===== src/rtl/bresenham_line_engine.sv =====
// All-octant Bresenham line rasteriser: endpoints in via start/busy, pixels out via valid/ready.
// Define LINE_CLIP_EN to add clip_xmax/clip_ymax; clipped pixels are stepped over silently.
module bresenham_line_engine #(
    parameter int unsigned COORD_W = 10,
    parameter int unsigned ERR_W   = COORD_W + 2
) (
    input  logic               clk,
    input  logic               reset_n,
    input  logic               start,
    input  logic               abort,
    input  logic [COORD_W-1:0] x0,
    input  logic [COORD_W-1:0] y0,
    input  logic [COORD_W-1:0] x1,
    input  logic [COORD_W-1:0] y1,
`ifdef LINE_CLIP_EN
    input  logic [COORD_W-1:0] clip_xmax,
    input  logic [COORD_W-1:0] clip_ymax,
`endif
    output logic               busy,
    output logic               pix_valid,
    input  logic               pix_ready,
    output logic [COORD_W-1:0] pix_x,
    output logic [COORD_W-1:0] pix_y,
    output logic               pix_last,
    output logic               done
);

    typedef enum logic [1:0] {StIdle, StSetup, StEmit, StDone} state_e;

    state_e                     state_q, state_d;
    logic [COORD_W-1:0]         x0_q, x0_d, y0_q, y0_d, x1_q, x1_d, y1_q, y1_d;
`ifdef LINE_CLIP_EN
    logic [COORD_W-1:0]         clip_xmax_q, clip_xmax_d, clip_ymax_q, clip_ymax_d;
`endif
    logic signed [ERR_W-1:0]    dx_q, dx_d, dy_q, dy_d, err_q, err_d;
    logic                       sx_q, sx_d, sy_q, sy_d;
    logic                       busy_q, busy_d, done_q, done_d;
    logic                       pix_valid_q, pix_valid_d, pix_last_q, pix_last_d;
    logic [COORD_W-1:0]         pix_x_q, pix_x_d, pix_y_q, pix_y_d;

    logic [COORD_W-1:0]         adx, ady;
    logic signed [ERR_W-1:0]    adx_e, ady_e;
    logic signed [ERR_W:0]      e2, dx_ext, dy_ext;
    logic                       step_x, step_y, at_end, advance, clip_d, end_d;

    assign adx    = (x0_q < x1_q) ? x1_q - x0_q : x0_q - x1_q;
    assign ady    = (y0_q < y1_q) ? y1_q - y0_q : y0_q - y1_q;
    assign adx_e  = ERR_W'(adx);
    assign ady_e  = ERR_W'(ady);

    // e2 carries one extra bit so doubling the error can never overflow.
    assign e2     = {err_q, 1'b0};
    assign dx_ext = {dx_q[ERR_W-1], dx_q};
    assign dy_ext = {dy_q[ERR_W-1], dy_q};
    assign step_x = (e2 >= dy_ext);
    assign step_y = (e2 <= dx_ext);

    assign at_end  = (pix_x_q == x1_q) && (pix_y_q == y1_q);
    // A clipped pixel is held with pix_valid low and stepped past without a handshake.
    assign advance = pix_valid_q ? pix_ready : 1'b1;

    always_comb begin
        state_d     = state_q;
        x0_d        = x0_q;
        y0_d        = y0_q;
        x1_d        = x1_q;
        y1_d        = y1_q;
`ifdef LINE_CLIP_EN
        clip_xmax_d = clip_xmax_q;
        clip_ymax_d = clip_ymax_q;
`endif
        dx_d        = dx_q;
        dy_d        = dy_q;
        err_d       = err_q;
        sx_d        = sx_q;
        sy_d        = sy_q;
        busy_d      = busy_q;
        done_d      = 1'b0;
        pix_valid_d = pix_valid_q;
        pix_last_d  = pix_last_q;
        pix_x_d     = pix_x_q;
        pix_y_d     = pix_y_q;
        clip_d      = 1'b0;
        end_d       = 1'b0;

        unique case (state_q)
            StIdle: begin
                if (start && !abort) begin
                    x0_d    = x0;
                    y0_d    = y0;
                    x1_d    = x1;
                    y1_d    = y1;
`ifdef LINE_CLIP_EN
                    clip_xmax_d = clip_xmax;
                    clip_ymax_d = clip_ymax;
`endif
                    busy_d  = 1'b1;
                    state_d = StSetup;
                end
            end
            StSetup: begin
                dx_d    = adx_e;
                dy_d    = -ady_e;
                err_d   = adx_e - ady_e;
                sx_d    = (x0_q < x1_q);
                sy_d    = (y0_q < y1_q);
                pix_x_d = x0_q;
                pix_y_d = y0_q;
                state_d = StEmit;
            end
            StEmit: begin
                if (advance) begin
                    if (at_end) begin
                        pix_valid_d = 1'b0;
                        pix_last_d  = 1'b0;
                        done_d      = 1'b1;
                        state_d     = StDone;
                    end else begin
                        if (step_x && step_y) begin
                            err_d = err_q + dy_q + dx_q;
                        end else if (step_x) begin
                            err_d = err_q + dy_q;
                        end else if (step_y) begin
                            err_d = err_q + dx_q;
                        end
                        if (step_x) begin
                            pix_x_d = sx_q ? pix_x_q + COORD_W'(1) : pix_x_q - COORD_W'(1);
                        end
                        if (step_y) begin
                            pix_y_d = sy_q ? pix_y_q + COORD_W'(1) : pix_y_q - COORD_W'(1);
                        end
                    end
                end
            end
            StDone: begin
                busy_d  = 1'b0;
                state_d = StIdle;
            end
            default: state_d = StIdle;
        endcase

`ifdef LINE_CLIP_EN
        clip_d = (pix_x_d > clip_xmax_q) || (pix_y_d > clip_ymax_q);
        if (state_q == StIdle) begin
            clip_d = 1'b0;
        end
`endif
        end_d = (pix_x_d == x1_q) && (pix_y_d == y1_q);

        // Output qualifiers follow the pixel about to be presented.
        if ((state_q == StSetup) || ((state_q == StEmit) && advance && !at_end)) begin
            pix_valid_d = !clip_d;
            pix_last_d  = end_d && !clip_d;
        end

        if (abort && (state_q != StIdle)) begin
            state_d     = StIdle;
            busy_d      = 1'b0;
            done_d      = 1'b0;
            pix_valid_d = 1'b0;
            pix_last_d  = 1'b0;
        end
    end

    always_ff @(posedge clk or negedge reset_n) begin
        if (!reset_n) begin
            state_q     <= StIdle;
            x0_q        <= '0;
            y0_q        <= '0;
            x1_q        <= '0;
            y1_q        <= '0;
`ifdef LINE_CLIP_EN
            clip_xmax_q <= '0;
            clip_ymax_q <= '0;
`endif
            dx_q        <= '0;
            dy_q        <= '0;
            err_q       <= '0;
            sx_q        <= 1'b0;
            sy_q        <= 1'b0;
            busy_q      <= 1'b0;
            done_q      <= 1'b0;
            pix_valid_q <= 1'b0;
            pix_last_q  <= 1'b0;
            pix_x_q     <= '0;
            pix_y_q     <= '0;
        end else begin
            state_q     <= state_d;
            x0_q        <= x0_d;
            y0_q        <= y0_d;
            x1_q        <= x1_d;
            y1_q        <= y1_d;
`ifdef LINE_CLIP_EN
            clip_xmax_q <= clip_xmax_d;
            clip_ymax_q <= clip_ymax_d;
`endif
            dx_q        <= dx_d;
            dy_q        <= dy_d;
            err_q       <= err_d;
            sx_q        <= sx_d;
            sy_q        <= sy_d;
            busy_q      <= busy_d;
            done_q      <= done_d;
            pix_valid_q <= pix_valid_d;
            pix_last_q  <= pix_last_d;
            pix_x_q     <= pix_x_d;
            pix_y_q     <= pix_y_d;
        end
    end

    assign busy      = busy_q;
    assign done      = done_q;
    assign pix_valid = pix_valid_q;
    assign pix_last  = pix_last_q;
    assign pix_x     = pix_x_q;
    assign pix_y     = pix_y_q;

endmodule


===== config.mk =====
export PLATFORM = sky130hd
export DESIGN_NAME = bresenham_line_engine
export DESIGN_NICKNAME = d
export VERILOG_FILES = /design/src/rtl/bresenham_line_engine.sv
export SDC_FILE = /design/constraint.sdc
export NUM_CORES = 1
export LEC_CHECK = 0
export ABC_AREA = 1
export CAP_MARGIN = 20
export CORE_MARGIN = 2
export CORE_UTILIZATION = 65
export DETAILED_ROUTE_END_ITERATION = 10
export GPL_TIMING_DRIVEN = 0
export PLACE_DENSITY = 0.93
export SLEW_MARGIN = 10
export SYNTH_ARGS = -nofsm -noshare
export SYNTH_HDL_FRONTEND = slang
export SYNTH_SLANG_ARGS = --single-unit
export TNS_END_PERCENT = 30

===== constraint.sdc =====
create_clock -name clk -period 10.5 [get_ports clk]
set_clock_uncertainty 0.2 [all_clocks]
set_input_delay 2.1 -clock clk [delete_from_list [all_inputs] [get_ports clk]]
set_output_delay 2.1 -clock clk [all_outputs]
set_load 0.05 [all_outputs]

# ---- Word-level counts from Yosys, hierarchy flattened
# Index checks and enable logic that the tools add are counted.
dict set report op_classes {
  reduce_logical 22
  add_sub_neg 13
  order_cmp 4
  n_eq_ne 13
  n_mux 38
}
# op count
set ops {}
lappend ops {{10-bit two-way mux} 10}
lappend ops {{12-bit two-way mux} 5}
lappend ops {{10-bit equality test} 4}
lappend ops {{10-bit case mux with 2 select lines} 2}
lappend ops {{10-bit subtractor} 4}
lappend ops {{12-bit by 11-bit adder with 12-bit output} 2}
lappend ops {{12-bit case mux with 2 select lines} 1}
lappend ops {{10-bit by 1-bit adder with 10-bit output, second input constant} 2}
lappend ops {{10-bit < comparator} 2}
lappend ops {{10-bit by 1-bit subtractor with 10-bit output, second input constant} 2}
lappend ops {{1-bit two-way mux} 14}
lappend ops {{13-bit by 12-bit greater-or-equal comparator with 1-bit output} 1}
lappend ops {{13-bit by 11-bit less-or-equal comparator with 1-bit output} 1}
lappend ops {{12-bit adder} 1}
lappend ops {{10-bit negation with 12-bit output} 1}
lappend ops {{3-bit nonzero test} 4}
lappend ops {{10-bit by 10-bit subtractor with 11-bit output} 1}
lappend ops {{2-bit two-way mux} 4}
lappend ops {{2-bit case mux with 4 select lines} 1}
lappend ops {{1-bit logical AND} 7}
lappend ops {{3-bit by 2-bit inequality test with 1-bit output, second input constant} 2}
lappend ops {{3-bit AND reduction} 2}
lappend ops {{2-bit equality test, second input constant} 2}
lappend ops {{2-bit inequality test, second input constant} 2}
lappend ops {{other kinds (10)} 13}
dict set report word_totals {
  ff_bits 102
  inputBits 45
  word_cells 106
}

# ---- Longest topological paths before layout
# Gate-level depths: netlist of run 1.
dict set report logic_depth {
  word_depth 10
  ltp_mapped 25
  mapped_depth_nobuf 24
}

# ---- Least setup slack after synthesis of run 1
# No wires, ideal clock.
dict set report synth_timing {
  kind {flip-flop to flip-flop}
  from {reg x0_q[4]}
  to {reg err_q[7]}
  t_required_ns 10.176
  path_stages_with_launch 25
  setup_slack_ns 6.790
  t_arrival_ns 3.386
  period_less_slack_ns 3.710
  cell_sequence {dfrtp_1 > inv_1 > ha_1 > nand2_1 > o21ai_0 > nand2_1 > nand3_1 > clkbuf_1 > nand2_1 > o21ai_0 > xor2_1 > inv_1 > ha_1 > a21oi_1 > o21ai_0 > nand2_1 > nand2_1 > a21oi_1 > inv_1 > a21oi_1 > nor2_1 > nor2_1 > xor2_1 > o211ai_1 > nand2_1}
}
dict set report synth_between {
  elab_chain_cells 4
  word_cells_on_any_way 6
}
# element line
set synth_rtl {}
lappend synth_rtl {{start: declaration} 31} ;# logic [COORD_W-1:0] x0_q, x0_d, y0_q, y0_d, x1_q, x1_d, y1_q, y1_d;
lappend synth_rtl {{start signal: assignment} 168} ;# x0_q <= '0;
lappend synth_rtl {{start signal: assignment} 189} ;# x0_q <= x0_d;
lappend synth_rtl {{10-bit < comparator} 46} ;# assign adx = (x0_q < x1_q) ? x1_q - x0_q : x0_q - x1_q;
lappend synth_rtl {{10-bit two-way mux} 46}
lappend synth_rtl {{net adx[2]} 41} ;# logic [COORD_W-1:0] adx, ady;
lappend synth_rtl {{10-bit by 10-bit subtractor with 11-bit output} 104} ;# err_d = adx_e - ady_e;
lappend synth_rtl {{12-bit case mux with 2 select lines} 86} ;# unique case (state_q)
lappend synth_rtl {{end signal: assignment} 199} ;# err_q <= err_d;
lappend synth_rtl {{end: declaration} 35} ;# logic signed [ERR_W-1:0] dx_q, dx_d, dy_q, dy_d, err_q, err_d;
# The timed path passes the listed nets, and every way through them passes these cells.
# A chain may end at the register's enable or synchronous reset.

# ---- Worst setup path in the final report of run 1
dict set report layout_timing {
  from {reg x1_q[1]}
  to {reg err_q[7]}
}
dict set report layout_between {
  elab_chain_cells 4
  word_cells_on_any_way 10
}
# element line
set layout_rtl {}
lappend layout_rtl {{start: declaration} 31}
lappend layout_rtl {{start signal: assignment} 170} ;# x1_q <= '0;
lappend layout_rtl {{start signal: assignment} 191} ;# x1_q <= x1_d;
lappend layout_rtl {{10-bit subtractor or 10-bit < comparator (tied branches)} 46}
lappend layout_rtl {{10-bit two-way mux (*)} 46}
lappend layout_rtl {{net adx[2]} 41}
lappend layout_rtl {{10-bit by 10-bit subtractor with 11-bit output (*)} 104}
lappend layout_rtl {{12-bit case mux with 2 select lines (*)} 86}
# The timed path passes the listed nets; every way through them passes the cells marked *.

==> results.sh, run 1 <==
export IMPL_cts_hold_fix_buffers=0
export IMPL_syn_num_nets=1750
export IMPL_place_gp_congestion=0.9974
export IMPL_die_w_um=131.3
export IMPL_nets=1830
export IMPL_synth_cells=1574
export IMPL_synth_area_um2=10530
export IMPL_cts_resized=0
export IMPL_core_um2=15890
export IMPL_antenna_found_initial=0
export IMPL_drc=0
export IMPL_initial_core_util_pct=66.28
export IMPL_min_path_type="flip-flop to flip-flop"
export IMPL_drive_above_1_share_pct=3.981
export IMPL_dp_hpwl_um=27530
export IMPL_grt_pass1_wl_um=54010
export IMPL_htreeDepth=3
export IMPL_layout_setup_ws_ns=6.063
export IMPL_synth_warnings=0
export IMPL_postCtsSetupBuffers=0
export IMPL_setup_viol=0
export IMPL_clkTransAtPathRegs_ns=0.07
export IMPL_cp_end_kind="flip-flop"
export IMPL_dieHeight_um=131.3
export IMPL_numCtsBuffers=9
export IMPL_worstSetupPathType="flip-flop to flip-flop"
export IMPL_grt_ovfl_total=0
export IMPL_clk_latency_ns=0.36
export IMPL_grt_setup_unrepaired="false"
export IMPL_drv_slew=0
export IMPL_pre_cts_ws_ns=5.825
export IMPL_relSlewSlack_pct=47.74
export IMPL_cts_sinks=102
export IMPL_rows=46
export IMPL_async_reset_ff_share_pct=100.0
export IMPL_firstDrtPassIters=6
export IMPL_period_minus_slack_ns=4.437
export IMPL_holdWs_ns=0.3007
export IMPL_grt_pass1_vias=10820
export IMPL_synthFlopType="dfrtp_1"
export IMPL_wl_per_cell_um=18.32
export IMPL_startpoint_type="flip-flop"
export IMPL_finalCritPeriodShare_pct=42.26
export IMPL_clockBufferDepth=2
export IMPL_worst_path_max_fanout=10
export IMPL_drt_iter0_drc=983
export IMPL_routed_wl_um=34330
export IMPL_ys_types=55
export IMPL_tns_ns=0
export IMPL_cts_root_buffer="clkbuf_16"
export IMPL_fmax_ghz=0.2254
export IMPL_cts_tree="yes"
export IMPL_grt_start_max_net_pins=80
export IMPL_worstMarginPinSlew_ns=0.7840
export IMPL_hold_viol=0
export IMPL_ant_nets=0
export IMPL_timing_max_cap_violations=0
export IMPL_io_buffers=68
export IMPL_status="finished clean"
export IMPL_syn2layout_area_growth_pct=12.38
export IMPL_diodes=0
export IMPL_ys_ff_latch=102
export IMPL_required_ns=10.54
export IMPL_vias_per_cell=5.965
export IMPL_synth_edf_count=0
export IMPL_cp_arrival_ns=4.48
export IMPL_num_vias=11180
export IMPL_syn_area_per_cell_um2=6.689
export IMPL_grtUsageTotal_pct=39.70
export IMPL_seq_area_frac_synth_pct=24.24
export IMPL_pin_count=69
export IMPL_dieArea_um2=17230
path summary, 6_finish.rpt:
check | start | endpoint | slack [ns] | depth (start not counted)
worst max-delay path | x1_q[1]$_DFFE_PN0P_ | err_q[7]$_DFFE_PN0P_ | 6.06 | 21
worst min-delay path | pix_last$_DFFE_PN0P_ | pix_last$_DFFE_PN0P_ | 0.30 | 2
worst max register to register | x1_q[1]$_DFFE_PN0P_ | err_q[7]$_DFFE_PN0P_ | 6.06 | 21
worst min register to register | pix_last$_DFFE_PN0P_ | pix_last$_DFFE_PN0P_ | 0.30 | 2
max in group asynchronous | reset_n | x1_q[1]$_DFFE_PN0P_ | 8.02 | 2
min in group asynchronous | reset_n | pix_y[2]$_DFF_PN0_ | 1.38 | 1
logic make-up after synthesis:
kind of cell / count (synthesis) / share of synthesized area [%]
and+or+nand+nor: 711 / 27.97
AOI/OAI and AO/OA: 304 / 16.48
buffers and inverters: 268 / 9.911
adders and majority gates: 131 / 16.28
DFF: 102 / 24.24
xor gates and xnor gates: 54 / 4.706
muxes: 4 / 0.4040
worst max-delay path, stage by stage, from the launching register on:
cell	delay (ns)
dfrtp_1	0.51
inv_1	0.22
fa_1	0.49
nand3_1	0.11
nand3_1	0.19
clkbuf_1	0.29
o21ai_0	0.30
xor2_1	0.20
inv_1	0.07
ha_1	0.33
a21oi_1	0.21
o21ai_0	0.16
nand2_1	0.12
nand2_1	0.06
a21oi_1	0.17
inv_1	0.09
a21oi_1	0.13
nor2_1	0.05
nor2_1	0.13
xor2_1	0.08
o211ai_1	0.16
nand2_1	0.07
cell usage in the layout (no fill, tap or decap), types with 10 or more instances in the layout:
master / synthesis / layout
xnor2_1: 21 / 21
a21o_1: 12 / 12
o31ai_1: 10 / 10
dfrtp_1: 102 / 102
a21oi_1: 152 / 152
nand3_1: 98 / 98
nor2_1: 133 / 133
nand4_1: 17 / 17
ha_1: 121 / 121
clkbuf_1: 26 / 27
clkdlybuf4s50_1: 0 / 67
o21ai_0: 68 / 68
xor2_1: 30 / 30
inv_1: 222 / 222
nand2_1: 430 / 430
fa_1: 10 / 10
per-layer routing:
layer / global-route usage (%) / up-vias / part of all wire (%)
li1: - / 5312 / -
met1: 46.22 / 5151 / 38
met2: 68.30 / 560 / 47
met3: 5.093 / 156 / 7.2
met4: 27.11 / 0 / 7.3
met5: 0 / - / 0
synth_stat cells, types with 5 or more instances:
cell      instances  share of area, %
o21ai_1           7              0.33
inv_1           222               7.9
o211ai_1          9              0.64
clkbuf_1         26              0.93
nor3_1            6              0.29
nand2_1         430                15
ha_1            121                14
xor2_1           30               2.5
nand3_1          98               4.7
nand3b_1          5              0.36
a21o_1           12              0.86
o21ai_0          68               3.2
a21oi_1         152               7.2
nor2_1          133               4.7
xnor2_1          21               1.7
a211oi_1          7              0.50
fa_1             10               1.9
inv_2             9              0.32
nand2_2           7              0.42
o31ai_1          10              0.71
a31oi_1           8              0.48
o21bai_1          5              0.36
dfrtp_1         102                24
nand4_1          17               1.0
stage by stage:
stage / area (um2) / cells / util [%]
floorplan: 10530 / 1574 / -
finish: 11830 / 1874 / 74.49
detailed placement: 11510 / 1859 / 72.45
global placement: 11480 / 1858 / 72.27
global route: 11830 / 1874 / 74.49
CTS: 11830 / 1874 / 74.49
sequential cells by signal (all words and copies together), names as in the netlist, 2 cells and up:
name and cells:
err_q 12, dy_q 12, pix_x 10, y0_q 10, x1_q 10, x0_q 10
state_q 2, pix_y 10, y1_q 10, dx_q 10
layout make-up:
| cell class | instances | area, um2 |
|---|---|---|
| sequential | 102 | 2552 |
| buffer | 36 | 170.2 |
| fill | 1292 | 4053 |
| clock inverter | 3 | 67.56 |
| inverter | 232 | 873.3 |
| multi-input combinational | 1204 | 6933 |
| timing repair buffer | 69 | 709.4 |
| tap | 216 | 270.3 |
| clock buffer | 12 | 256.5 |
Power of run 1 is not shown: default switching activity piles up to over one toggle a cycle in this logic, so the estimate is an artifact.
==> run 2, diff against run 1 <==
--- a/config.mk
+++ b/config.mk
@@ -8,10 +8,10 @@
 export ABC_AREA = 1
 export CAP_MARGIN = 20
 export CORE_MARGIN = 2
-export CORE_UTILIZATION = 65
+export CORE_UTILIZATION = 56
 export DETAILED_ROUTE_END_ITERATION = 10
 export GPL_TIMING_DRIVEN = 0
-export PLACE_DENSITY = 0.93
+export PLACE_DENSITY = 0.85
 export SLEW_MARGIN = 10
 export SYNTH_ARGS = -nofsm -noshare
 export SYNTH_HDL_FRONTEND = slang
==> constraint.sdc (replaced) <==
create_clock -name clk -period 3.9 [get_ports clk]
set_clock_uncertainty 0.2 [all_clocks]
set_input_delay 0.78 -clock clk [delete_from_list [all_inputs] [get_ports clk]]
set_output_delay 0.78 -clock clk [all_outputs]
set_load 0.05 [all_outputs]
==> run 2 against run 1 <==
Effect of this change: the run now ends with negative setup slack left; register-to-register slack lost 6.1 ns; cell count grew 2.0%; global-route usage shrank 6.4 points; die area grew 16%; count of clock-buffer cells in the layout shrank 2; sequential share of layout area shrank 0.93 points; wire length shrank 2.2%; cell area grew 4.7%; worst hold slack lost 0.21 ns; first-iteration DRC count shrank 8.4%; sequential cell count is the same.
==> results.sh, run 2 (same netlist as run 1, synthesis figures left out) <==
export IMPL_clk_latency_ns=0.36
export IMPL_tns_ns=-0.005673
export IMPL_die_w_um=141.1
export IMPL_worstSetupPathType="flip-flop to flip-flop"
export IMPL_worstMarginPinSlew_ns=0.8272
export IMPL_mostFrequentLayoutCells="nand2_1, inv_1, a21oi_1"
export IMPL_status="finished, violations left"
export IMPL_final_cell_area_um2=12390
export IMPL_setup_viol=1
export IMPL_grtUsageTotal_pct=33.30
export IMPL_cts_hold_fix_buffers=0
export IMPL_clockBufferDepth=2
export IMPL_clkTransAtPathRegs_ns=0.07
export IMPL_drc=0
export IMPL_pre_cts_ws_ns=-0.4194
export IMPL_timing_max_cap_violations=0
export IMPL_placed_area_um2=11530
export IMPL_antenna_found_initial=0
export IMPL_violations="negative setup slack"
export IMPL_hold_viol=0
export IMPL_fmax_ghz=0.2560
export IMPL_pin_count=69
export IMPL_vias_per_cell=5.782
export IMPL_routed_wl_um=33580
export IMPL_grt_start_max_net_pins=74
export IMPL_drt_iter0_drc=900
export IMPL_place_gp_congestion=0.9747
export IMPL_io_buffers=68
export IMPL_nets=1848
export IMPL_grt_pass1_vias=10240
export IMPL_wl_per_cell_um=17.57
export IMPL_final_common_cell="nand2_1"
export IMPL_dp_hpwl_um=26480
export IMPL_diodes=0
export IMPL_grt_ovfl_total=0
export IMPL_grt_setup_unrepaired="true"
export IMPL_cp_arrival_ns=3.95
export IMPL_holdWs_ns=0.09194
export IMPL_finalCritPeriodShare_pct=100.1
export IMPL_min_path_type="input port to asynchronous set/reset pin"
export IMPL_top_regs="dy_q x12, err_q x12"
export IMPL_core_um2=18580
export IMPL_htreeDepth=3
export IMPL_cts_root_buffer="clkbuf_16"
export IMPL_cts_sinks=102
export IMPL_cp_end_kind="flip-flop"
export IMPL_drv_slew=0
export IMPL_cts_tree="yes"
export IMPL_worst_path_max_fanout=4
export IMPL_ant_nets=0
export IMPL_layout_setup_ws_ns=-0.005673
export IMPL_grt_pass1_wl_um=51720
export IMPL_period_minus_slack_ns=3.906
export IMPL_syn2layout_area_growth_pct=17.72
export IMPL_rows=50
export IMPL_numCtsBuffers=9
export IMPL_initial_core_util_pct=56.67
export IMPL_startpoint_type="flip-flop"
export IMPL_required_ns=3.94
export IMPL_firstDrtPassIters=8
export IMPL_num_vias=11050
export IMPL_drive_above_1_share_pct=8.825
export IMPL_dieHeight_um=141.1
export IMPL_relSlewSlack_pct=44.85
export IMPL_dieArea_um2=19910
run 2: cell count changes in the layout (fill, tap and decap cells not counted), moves of 7 or more:
cell / change
ha_1: -18
buf_4: +16
inv_2: +7
o21ai_0: -12
inv_1: -7
o21ai_1: +9
ha_4: +11
ha_2: +7
run 2: layer usage:
layer | vias up | wire length, um | GRT usage, % | share of wire [%]
li1 | 5336 | - | - | -
met1 | 5098 | 13760 | 41.84 | 41
met5 | - | 0 | 0 | 0
met3 | 117 | 2143 | 3.159 | 6.4
met2 | 499 | 15930 | 57.66 | 47
met4 | 0 | 1745 | 15.95 | 5.2
run 2: final timing paths:
kind | from | endpoint | slack (ns) | cells past startpoint
max in group asynchronous | reset_n | dy_q[10]$_DFFE_PN0P_ | 2.74 | 2
min in group clk | pix_last$_DFFE_PN0P_ | pix_last$_DFFE_PN0P_ | 0.29 | 2
worst max-delay path | x0_q[7]$_DFFE_PN0P_ | err_q[9]$_DFFE_PN0P_ | -0.006 | 20
worst min register to register | pix_last$_DFFE_PN0P_ | pix_last$_DFFE_PN0P_ | 0.29 | 2
worst max register to register | x0_q[7]$_DFFE_PN0P_ | err_q[9]$_DFFE_PN0P_ | -0.006 | 20
worst min-delay path | reset_n | pix_x[4]$_DFF_PN0_ | 0.09 | 1
run 2: layout make-up:
class                   instances  area [um2]
flip-flops and latches        102        2559
clock inverters                 6       132.6
well taps                     234       292.8
multi-input cells            1204        7266
repair buffers                 88       863.3
plain buffers                  35       168.9
fillers                      1629        6186
inverters                     232       873.3
clock buffers                  10       239.0
run 2: worst max-delay path, cell delays in order, from the launching register on:
cell,delay (ns)
dfrtp_1,0.40
buf_4,0.15
ha_1,0.22
o21bai_1,0.22
a31oi_2,0.21
nand3_4,0.13
buf_6,0.15
mux2i_4,0.19
o31ai_2,0.29
xor2_1,0.26
inv_1,0.12
ha_4,0.29
nand2_4,0.06
nor3_4,0.22
nand2_1,0.09
nor2_2,0.12
a211oi_2,0.06
o21ai_1,0.15
a21oi_1,0.06
o21ai_1,0.13
o21ai_1,0.07
run 2: per-stage QoR:
| step | cells | util, % |
|---|---|---|
| 6_report | 1911 | 66.71 |
| 5_1_grt | 1911 | 66.71 |
| 4_1_cts | 1899 | 64.99 |
| 3_5_place_dp | 1877 | 62.06 |
| 3_3_place_gp | 1876 | 61.91 |
| 2_1_floorplan | 1574 | - |
run 2: repair_timing:
action                     in CTS  in global routing
gates resized for setup        28                 62
pin swaps                       8                 35
buffers inserted                6                 13
setup endpoints to repair       7                  6
Power of run 2 is left out for the same reason.
